==> config.mk <==
export PLATFORM = sky130hd
export DESIGN_NAME = lot_redraw_scheduler_flat
export DESIGN_NICKNAME = d
export VERILOG_FILES = /design/src/rtl/lot_redraw_scheduler_if.sv /design/src/rtl/lot_redraw_scheduler.sv /design/src/flat_wrapper.sv
export SDC_FILE = /design/constraint.sdc
export NUM_CORES = 1
export LEC_CHECK = 0
export ABC_CLOCK_PERIOD_IN_PS = 2900
export BUFFER_PORTS_ARGS = -buffer_cell sky130_fd_sc_hd__buf_2
export CAP_MARGIN = 20
export CELL_PAD_IN_SITES_DETAIL_PLACEMENT = 0
export CELL_PAD_IN_SITES_GLOBAL_PLACEMENT = 2
export CORE_ASPECT_RATIO = 0.5
export CORE_MARGIN = 2
export CORE_UTILIZATION = 35
export CTS_BUF_LIST = sky130_fd_sc_hd__clkbuf_8
export DETAILED_ROUTE_END_ITERATION = 12
export GPL_ROUTABILITY_DRIVEN = 0
export GPL_TIMING_DRIVEN = 1
export PLACE_DENSITY_LB_ADDON = 0.1
export SETUP_SLACK_MARGIN = 0.15
export SLEW_MARGIN = 20
export SYNTH_ARGS = -nofsm -noshare
export SYNTH_HDL_FRONTEND = slang
export SYNTH_SLANG_ARGS = --single-unit
export TNS_END_PERCENT = 50
==> constraint.sdc <==
create_clock -name clk -period 2.9 [get_ports clk]
set_clock_uncertainty 0.05 [all_clocks]
set_input_delay 0.29 -clock clk [delete_from_list [all_inputs] [get_ports clk]]
set_output_delay 0.29 -clock clk [all_outputs]
set_load 0.01 [all_outputs]
==> src/rtl/lot_redraw_scheduler_if.sv <==
// rtl/lot_redraw_scheduler_if.sv - sensor sample input and VGA/ROM plot output bundle for lot_redraw_scheduler
interface lot_redraw_scheduler_if;
  logic        sample_valid;
  logic [11:0] distance;
  logic [14:0] rom_addr;
  logic        rom_sel;
  logic [7:0]  x;
  logic [6:0]  y;
  logic        plot;
  logic        busy;
  logic        occupied;
  logic        frame_done;

  modport master (
    output sample_valid, distance,
    input  rom_addr, rom_sel, x, y, plot, busy, occupied, frame_done
  );

  modport slave (
    input  sample_valid, distance,
    output rom_addr, rom_sel, x, y, plot, busy, occupied, frame_done
  );
endinterface

==> src/rtl/lot_redraw_scheduler.sv <==
// rtl/lot_redraw_scheduler.sv - debounced occupancy filter driving full-frame background redraws (optional LOT_SENSOR_TIMEOUT_EN)
module lot_redraw_scheduler #(
  parameter logic [11:0] THRESH_CM   = 12'd30,
  parameter logic [11:0] HYST_CM     = 12'd5,
  parameter int          DEBOUNCE_N  = 4,
  parameter logic [23:0] TIMEOUT_CYC = 24'd3_000_000
) (
  input  logic                    clk,
  input  logic                    resetn,
  lot_redraw_scheduler_if.slave   bus
);

  localparam logic [1:0]  S_IDLE  = 2'd0;
  localparam logic [1:0]  S_DRAW  = 2'd1;
  localparam logic [1:0]  S_FLUSH = 2'd2;
  localparam logic [1:0]  S_DONE  = 2'd3;
  localparam logic [14:0] LAST_ADDR = 15'd19199;
  localparam logic [7:0]  X_LAST    = 8'd159;
  localparam logic [12:0] FAR_CM    = {1'b0, THRESH_CM} + {1'b0, HYST_CM};
  localparam logic [3:0]  DEB       = 4'(DEBOUNCE_N);

  logic [1:0]  state_q, state_d;
  logic [3:0]  run_cnt_q, run_cnt_d;
  logic        occupied_q, occupied_d;
  logic        shown_q, shown_d;
  logic        init_req_q, init_req_d;
  logic        drawn_sel_q, drawn_sel_d;
  logic [14:0] rom_addr_q, rom_addr_d;
  logic [7:0]  x_cnt_q, x_cnt_d, x_q, x_d;
  logic [6:0]  y_cnt_q, y_cnt_d, y_q, y_d;
  logic        plot_q, plot_d;
  logic        near_w, far_w, qual_w, pend_w;

  assign near_w = bus.distance < THRESH_CM;
  assign far_w  = {1'b0, bus.distance} >= FAR_CM;
  // A sample only counts toward a flip if it argues for the opposite decision
  assign qual_w = occupied_q ? far_w : near_w;
  assign pend_w = (occupied_q != shown_q) || init_req_q;

`ifdef LOT_SENSOR_TIMEOUT_EN
  logic [23:0] silence_q, silence_d;
`endif

  always_comb begin
    run_cnt_d  = run_cnt_q;
    occupied_d = occupied_q;
    if (bus.sample_valid) begin
      if (qual_w) begin
        if (run_cnt_q + 4'd1 == DEB) begin
          occupied_d = ~occupied_q;
          run_cnt_d  = 4'd0;
        end else begin
          run_cnt_d = run_cnt_q + 4'd1;
        end
      end else begin
        run_cnt_d = 4'd0;
      end
    end
`ifdef LOT_SENSOR_TIMEOUT_EN
    silence_d = bus.sample_valid ? 24'd0 : silence_q + 24'd1;
    // A silent sensor is assumed dead and the bay is shown as vacant
    if (!bus.sample_valid && (silence_q + 24'd1 == TIMEOUT_CYC)) begin
      occupied_d = 1'b0;
      run_cnt_d  = 4'd0;
      silence_d  = 24'd0;
    end
`endif
  end

  always_comb begin
    state_d     = state_q;
    shown_d     = shown_q;
    init_req_d  = init_req_q;
    drawn_sel_d = drawn_sel_q;
    rom_addr_d  = rom_addr_q;
    x_cnt_d     = x_cnt_q;
    y_cnt_d     = y_cnt_q;
    // Output pixel stage trails the address by one cycle to line up with ROM q
    plot_d      = (state_q == S_DRAW);
    x_d         = (state_q == S_DRAW) ? x_cnt_q : x_q;
    y_d         = (state_q == S_DRAW) ? y_cnt_q : y_q;
    case (state_q)
      S_IDLE: begin
        if (pend_w) begin
          drawn_sel_d = occupied_q;
          rom_addr_d  = 15'd0;
          x_cnt_d     = 8'd0;
          y_cnt_d     = 7'd0;
          state_d     = S_DRAW;
        end
      end
      S_DRAW: begin
        if (rom_addr_q == LAST_ADDR) begin
          state_d = S_FLUSH;
        end else begin
          rom_addr_d = rom_addr_q + 15'd1;
          if (x_cnt_q == X_LAST) begin
            x_cnt_d = 8'd0;
            y_cnt_d = y_cnt_q + 7'd1;
          end else begin
            x_cnt_d = x_cnt_q + 8'd1;
          end
        end
      end
      S_FLUSH: state_d = S_DONE;
      default: begin
        shown_d    = drawn_sel_q;
        init_req_d = 1'b0;
        state_d    = S_IDLE;
      end
    endcase
  end

  always_ff @(posedge clk) begin
    if (!resetn) begin
      state_q     <= S_IDLE;
      run_cnt_q   <= 4'd0;
      occupied_q  <= 1'b0;
      shown_q     <= 1'b0;
      init_req_q  <= 1'b1;
      drawn_sel_q <= 1'b0;
      rom_addr_q  <= 15'd0;
      x_cnt_q     <= 8'd0;
      y_cnt_q     <= 7'd0;
      x_q         <= 8'd0;
      y_q         <= 7'd0;
      plot_q      <= 1'b0;
`ifdef LOT_SENSOR_TIMEOUT_EN
      silence_q   <= 24'd0;
`endif
    end else begin
      state_q     <= state_d;
      run_cnt_q   <= run_cnt_d;
      occupied_q  <= occupied_d;
      shown_q     <= shown_d;
      init_req_q  <= init_req_d;
      drawn_sel_q <= drawn_sel_d;
      rom_addr_q  <= rom_addr_d;
      x_cnt_q     <= x_cnt_d;
      y_cnt_q     <= y_cnt_d;
      x_q         <= x_d;
      y_q         <= y_d;
      plot_q      <= plot_d;
`ifdef LOT_SENSOR_TIMEOUT_EN
      silence_q   <= silence_d;
`endif
    end
  end

  assign bus.rom_addr   = rom_addr_q;
  assign bus.rom_sel    = drawn_sel_q;
  assign bus.x          = x_q;
  assign bus.y          = y_q;
  assign bus.plot       = plot_q;
  assign bus.busy       = (state_q != S_IDLE);
  assign bus.occupied   = occupied_q;
  assign bus.frame_done = (state_q == S_DONE);

endmodule
==> src/flat_wrapper.sv <==
// flat-port wrapper written by rule: the top's interface ports become plain ports
module lot_redraw_scheduler_flat 
#(
  parameter logic [11:0] THRESH_CM   = 12'd30,
  parameter logic [11:0] HYST_CM     = 12'd5,
  parameter int          DEBOUNCE_N  = 4,
  parameter logic [23:0] TIMEOUT_CYC = 24'd3_000_000
)
  (clk, resetn, bus_sample_valid, bus_distance, bus_rom_addr, bus_rom_sel, bus_x, bus_y, bus_plot, bus_busy, bus_occupied, bus_frame_done);
  lot_redraw_scheduler_if bus_i ();
  input  logic clk;
  input  logic resetn;
  input wire logic [$bits(bus_i.sample_valid)-1:0] bus_sample_valid;
  input wire logic [$bits(bus_i.distance)-1:0] bus_distance;
  output wire logic [$bits(bus_i.rom_addr)-1:0] bus_rom_addr;
  output wire logic [$bits(bus_i.rom_sel)-1:0] bus_rom_sel;
  output wire logic [$bits(bus_i.x)-1:0] bus_x;
  output wire logic [$bits(bus_i.y)-1:0] bus_y;
  output wire logic [$bits(bus_i.plot)-1:0] bus_plot;
  output wire logic [$bits(bus_i.busy)-1:0] bus_busy;
  output wire logic [$bits(bus_i.occupied)-1:0] bus_occupied;
  output wire logic [$bits(bus_i.frame_done)-1:0] bus_frame_done;
  assign bus_i.sample_valid = bus_sample_valid;
  assign bus_i.distance = bus_distance;
  assign bus_rom_addr = bus_i.rom_addr;
  assign bus_rom_sel = bus_i.rom_sel;
  assign bus_x = bus_i.x;
  assign bus_y = bus_i.y;
  assign bus_plot = bus_i.plot;
  assign bus_busy = bus_i.busy;
  assign bus_occupied = bus_i.occupied;
  assign bus_frame_done = bus_i.frame_done;
  lot_redraw_scheduler #(.THRESH_CM(THRESH_CM), .HYST_CM(HYST_CM), .DEBOUNCE_N(DEBOUNCE_N), .TIMEOUT_CYC(TIMEOUT_CYC)) u_core (.clk(clk), .resetn(resetn), .bus(bus_i));
endmodule
* Word-level counts from Yosys, hierarchy flattened
Cells that the tools add are included.
** Storage, ports and cells
- Register bits after elaboration :: 56
- Logic and storage cells :: 57
** Operators by class
- Add/sub/neg operators :: 4
- $lt $le $gt $ge :: 2
- Equal/unequal tests :: 11
- Mux-type cells :: 17
- Bitwise gates (word level) :: 1
- Reductions and logical operators :: 10
** Operators with widths (number)
- 15-bit two-way mux :: 2
- 15-bit case mux with 2 select lines :: 1
- 8-bit two-way mux :: 3
- 7-bit two-way mux :: 3
- 8-bit case mux with 2 select lines :: 1
- 15-bit by 1-bit adder with 15-bit output, second input constant :: 1
- 15-bit == test, second input constant :: 1
- 7-bit case mux with 2 select lines :: 1
- 12-bit by 6-bit greater-or-equal comparator with 1-bit output, second input constant :: 1
- 12-bit by 5-bit < comparator with 1-bit output, second input constant :: 1
- 8-bit by 1-bit adder with 8-bit output, second input constant :: 1
- 8-bit == test, second input constant :: 1
- 4-bit two-way mux :: 2
- 7-bit by 1-bit adder with 7-bit output, second input constant :: 1
- 2-bit != test, second input constant :: 3
- 2-bit case mux with 3 select lines :: 1
- 3-bit AND reduction :: 2
- 4-bit by 1-bit adder with 4-bit output, second input constant :: 1
- 2-bit == test, second input constant :: 2
- 4-bit by 3-bit == test with 1-bit output, second input constant :: 1
- 2-bit two-way mux :: 2
- 2-bit AND reduction :: 2
- 4-bit AND reduction :: 1
- 2-bit nonzero test :: 2
- other kinds (8) :: 8

* Depth between registers and ports, before layout
- Depth after elaboration :: 4
- Depth in mapped cells :: 9
- Mapped depth without buffers :: 7

* Least setup slack after synthesis
Ideal clock, no wire load.
- Path kind :: register to register
- Start :: register u_core.state_q[1]
- End :: register u_core.x_cnt_q[7]
- Arrival time :: 1.905 ns
- Required time :: 2.780 ns
- Slack :: 0.875 ns
- Cell stages (with the launch flop) :: 9
- Buffers on the path :: 1
- Clock period less this slack :: 2.025 ns
- Cells stage by stage :: dfxtp_1 inv_1 ha_1 buf_2 and4bb_2 nand4_1 nand2_2 or4_1 a21boi_1
** Between the ends
- Word-level cells in the longest chain between the ends :: 3
- Elaborated cells between the ends (all ways) :: 7
** Ends and longest elaborated chain
- from (decl) :: RTL line lot_redraw_scheduler.sv:22 : logic [1:0] state_q, state_d;
- from (signal assigned) :: RTL line lot_redraw_scheduler.sv:132 : state_q <= state_d;
- 2-bit by 1-bit == test with 1-bit output *
- net u_core.plot_d :: RTL line lot_redraw_scheduler.sv:31 : logic plot_q, plot_d;
- 2-bit != test (no source line) or 2-bit nonzero test (tied branches)
- 3-bit AND reduction (no source line)
- to (signal assigned) :: RTL line lot_redraw_scheduler.sv:139 : x_cnt_q <= x_cnt_d;
- to (decl) :: RTL line lot_redraw_scheduler.sv:29 : logic [7:0] x_cnt_q, x_cnt_d, x_q, x_d;
The timed path passes the listed nets; every way through them passes the cells marked *.
A chain may end at the register's enable or synchronous reset.

* Final worst setup path
- Start :: register u_core.state_q[0]
- End :: register u_core.x_cnt_q[7]
** Between the ends
- Word-level cells in the longest chain between the ends :: 3
- Elaborated cells between the ends (all ways) :: 7
** Ends and longest elaborated chain
- 2-bit by 1-bit == test with 1-bit output or 2-bit logical NOT (tied branches) :: RTL line lot_redraw_scheduler.sv:82 : case (state_q)
- 2-bit != test (no source line) (tied with other cells)
- 3-bit AND reduction (no source line)
Several ways; a longest one is shown, not always the timed one.

==> impl_metrics.py <==
metrics = {
    "yosys": {
        "synth_cells": 310,
        "ys_warn_count": 0,
        "avgSynthCellArea_um2": 9.22,
        "synth_nets": 334,
        "synth-edff-count": 0,
        "synth-main-ff-cell": "dfxtp_1",
        "syn_area_mm2": 0.00286,
        "async_flop_share": 0,
        "ys_ff_latch": 56,
        "yosysUniqueCellTypes": 58,
        "seq_area_frac_synth": 0.392,
    },
    "final_layout": {
        "multi_input_area_mm2": 0.00164,
        "area_growth_pct": 16.4,
        "mostFrequentLayoutCell": "dfxtp_1",
        "final_cell_mix": "dfxtp_1, buf_2, nor2_1, nand3_1, nor2b_1",
        "nNetsFinal": 384,
        "final_cells": 473,
        "regArea_mm2": 0.00112,
        "n_fill_cell": 847,
        "antennaDiodeCount": 0,
        "drive_gt1_frac": 0.224,
    },
    "sta": {
        "period_minus_slack_ns": 2.31,
        "final-setup-viol-count": 0,
        "hold_ws_ns": 0.283,
        "maxSlewViolCount": 0,
        "slew_headroom": 0.489,
        "worstMarginPinSlew_ns": 0.760,
        "finalCritPeriodShare": 0.798,
        "timing.final.hold_violations": 0,
        "rsz0062_at_grt": "false",
        "fmax_ghz": 0.432,
        "fin_tns_setup_ns": 0,
    },
    "place": {
        "portBuffers": 49,
        "place_inst": 465,
        "hpwl_um": 4820,
    },
    "route": {
        "totalWireLength_um": 6660,
        "ant_nets": 0,
        "highest_layer": "met4",
        "wl_met1_um": 3460,
        "vias_per_cell": 5.10,
        "vias": 2414,
        "firstDrtPassIters": 4,
        "wl_met2_um": 2890,
        "wl_met3_um": 249,
        "dr.first_iter.drc_count": 96,
        "drc": 0,
        "wl_per_cell_um": 14.1,
    },
    "setup_path": {
        "worst-setup-path-type": "register to register",
        "r2r_end": "u_core.x_cnt_q[7]",
        "cp.required_ns": 3.10,
        "path_cells": "inv_1 > ha_1 > nor2b_1 > a21oi_4 > nand2_2 > or4_1 > a21boi_1",
        "crit_fanout": 16,
        "end_kind": "register",
        "reg2reg_slack_ns": 0.59,
        "r2r_cells": 7,
        "cp-start-kind": "register",
        "timing.rr.start": "u_core.state_q[0]",
        "slowest_delay_ns": 0.55,
        "cp.arrival_ns": 2.51,
        "critPathLaunch": "u_core.state_q[0]",
        "slowest_stage": "or4_1",
    },
    "hold_path": {
        "holdCritPathClass": "input port to register",
        "min-delay-start": "resetn",
        "min_to": "u_core.run_cnt_q[0]",
        "min_path_cells": 2,
    },
    "power": {
        "ir_drop_uv": 189,
        "cellLeakagePower_uw": 0.00127,
        "p_per_area_mw_per_mm2": 638,
        "finalPower_uw": 2120,
    },
    "global_route": {
        "antenna_found_initial": 0,
        "overflow": 0,
        "grt_pass1_vias": 2292,
        "grt_max_degree": 21,
        "grt_use_total": 0.158,
        "grt_pass1_wl_um": 11200,
    },
    "outcome": {
        "status": "finished clean",
    },
    "cts": {
        "cts.repair.resized": 0,
        "root_buffer": "clkbuf_8",
        "clk_latency_ns": 0.32,
        "cts-hold-fix-buffers": 0,
        "clockBufferDepth": 2,
        "htree_levels": 2,
        "clock_sinks": 56,
        "clk_pin_slew_ns": 0.10,
        "cts_made_buffers": 5,
        "cts_tree": "built",
        "post_cts_buffers": 0,
    },
    "die": {
        "core-area_mm2": 0.00797,
        "fp-row-count": 23,
        "pin_count": 50,
        "start_util": 0.359,
        "die_w_um": 132,
        "die_h_um": 67.9,
        "die_area_mm2": 0.00895,
    },
    "run": {
        "drv_cap": 0,
    },
}
## power breakdown
group	internal, uW	switching (uW)
Combinational	275	537
Clock	189	257
Sequential	815	52.0
## state kept, by name, indices dropped and copies added, names as in the netlist
name and flops:
u_core.bus.occupied 1, u_core.bus.plot 1, u_core.bus.rom_addr 15, u_core.bus.rom_sel 1, u_core.bus.x 8, u_core.bus.y 7
u_core.init_req_q 1, u_core.run_cnt_q 4, u_core.shown_q 1, u_core.state_q 2, u_core.x_cnt_q 8, u_core.y_cnt_q 7
## metal layers
layer,vias to the layer above,track usage
met5,-,0
met4,0,0.0476
met3,8,0.0407
met2,37,0.257
met1,1149,0.210
li1,1220,-
## cell usage after synthesis, types with 2 or more instances
cell / number / area share
xnor2_1: 12 / 0.037
a21boi_0: 3 / 0.0079
a31oi_1: 3 / 0.0066
nand4b_1: 3 / 0.0092
and2_1: 5 / 0.011
o22ai_1: 2 / 0.0044
inv_1: 10 / 0.013
nor2_1: 22 / 0.029
a21oi_1: 14 / 0.025
buf_1: 2 / 0.0026
nand2_1: 15 / 0.020
a31o_2: 2 / 0.0061
xor2_1: 4 / 0.012
ha_1: 9 / 0.039
and4_1: 4 / 0.012
dfxtp_1: 56 / 0.39
a21boi_1: 2 / 0.0053
buf_2: 4 / 0.0070
o31ai_1: 2 / 0.0053
clkbuf_1: 6 / 0.0079
mux2i_1: 17 / 0.060
and4bb_2: 2 / 0.0088
or3_1: 3 / 0.0066
o21ai_0: 12 / 0.021
and3_1: 6 / 0.013
nor2b_1: 19 / 0.042
nand3_1: 22 / 0.039
nor3_1: 6 / 0.011
a2111oi_4: 2 / 0.019
a2111oi_2: 2 / 0.011
nand4_1: 12 / 0.026
## cells by family after synthesis
| family | after synthesis | share of synthesized area |
|---|---|---|
| multiplexers | 17 | 0.0595 |
| AO/OA/AOI/OAI | 56 | 0.156 |
| adder cells (fa/ha/maj) | 9 | 0.0394 |
| AND/OR/NAND/NOR | 133 | 0.270 |
| flip-flops | 56 | 0.392 |
| XOR/XNOR | 16 | 0.0490 |
| buffers and inverters | 23 | 0.0346 |
## worst max-delay path, delay by kind of cell, from the launching register on
kind | cells | cell delay, ns
buffers and inverters | 1 | 0.09
DFF | 1 | 0.42
adders and majority gates | 1 | 0.28
and+or+nand+nor | 3 | 1.01
AOI/OAI and AO/OA | 2 | 0.39
## area by class of cell
type | count | share of cell area
clock buffers | 6 | 0.0248
clock inverters | 2 | 0.00226
repair buffers | 56 | 0.0895
flip-flops and latches | 56 | 0.337
multi-input cells | 231 | 0.493
inverters | 10 | 0.0113
well taps | 112 | 0.0421
## worst max path at each step
stage,endpoint,slack [ns],cells past startpoint
finish,u_core.x_cnt_q[7],0.59,7
global route,u_core.x_cnt_q[5],0.39,7
global placement,u_core.x_cnt_q[7],0.70,7
CTS,u_core.x_cnt_q[7],0.57,7
detailed placement,u_core.x_cnt_q[7],0.60,7
floorplan,u_core.x_cnt_q[7],0.87,8
## metrics by stage
stage | setup slack [ns] | util | instance area, um2
final | 0.587 | 0.418 | 3330
after global placement | 0.701 | 0.406 | 3240
after detailed placement | 0.597 | 0.406 | 3240
after global routing | 0.390 | 0.418 | 3330
after CTS | 0.568 | 0.418 | 3330
after floorplan | 0.875 | - | 2860
Power figures use the tool's default switching activity.
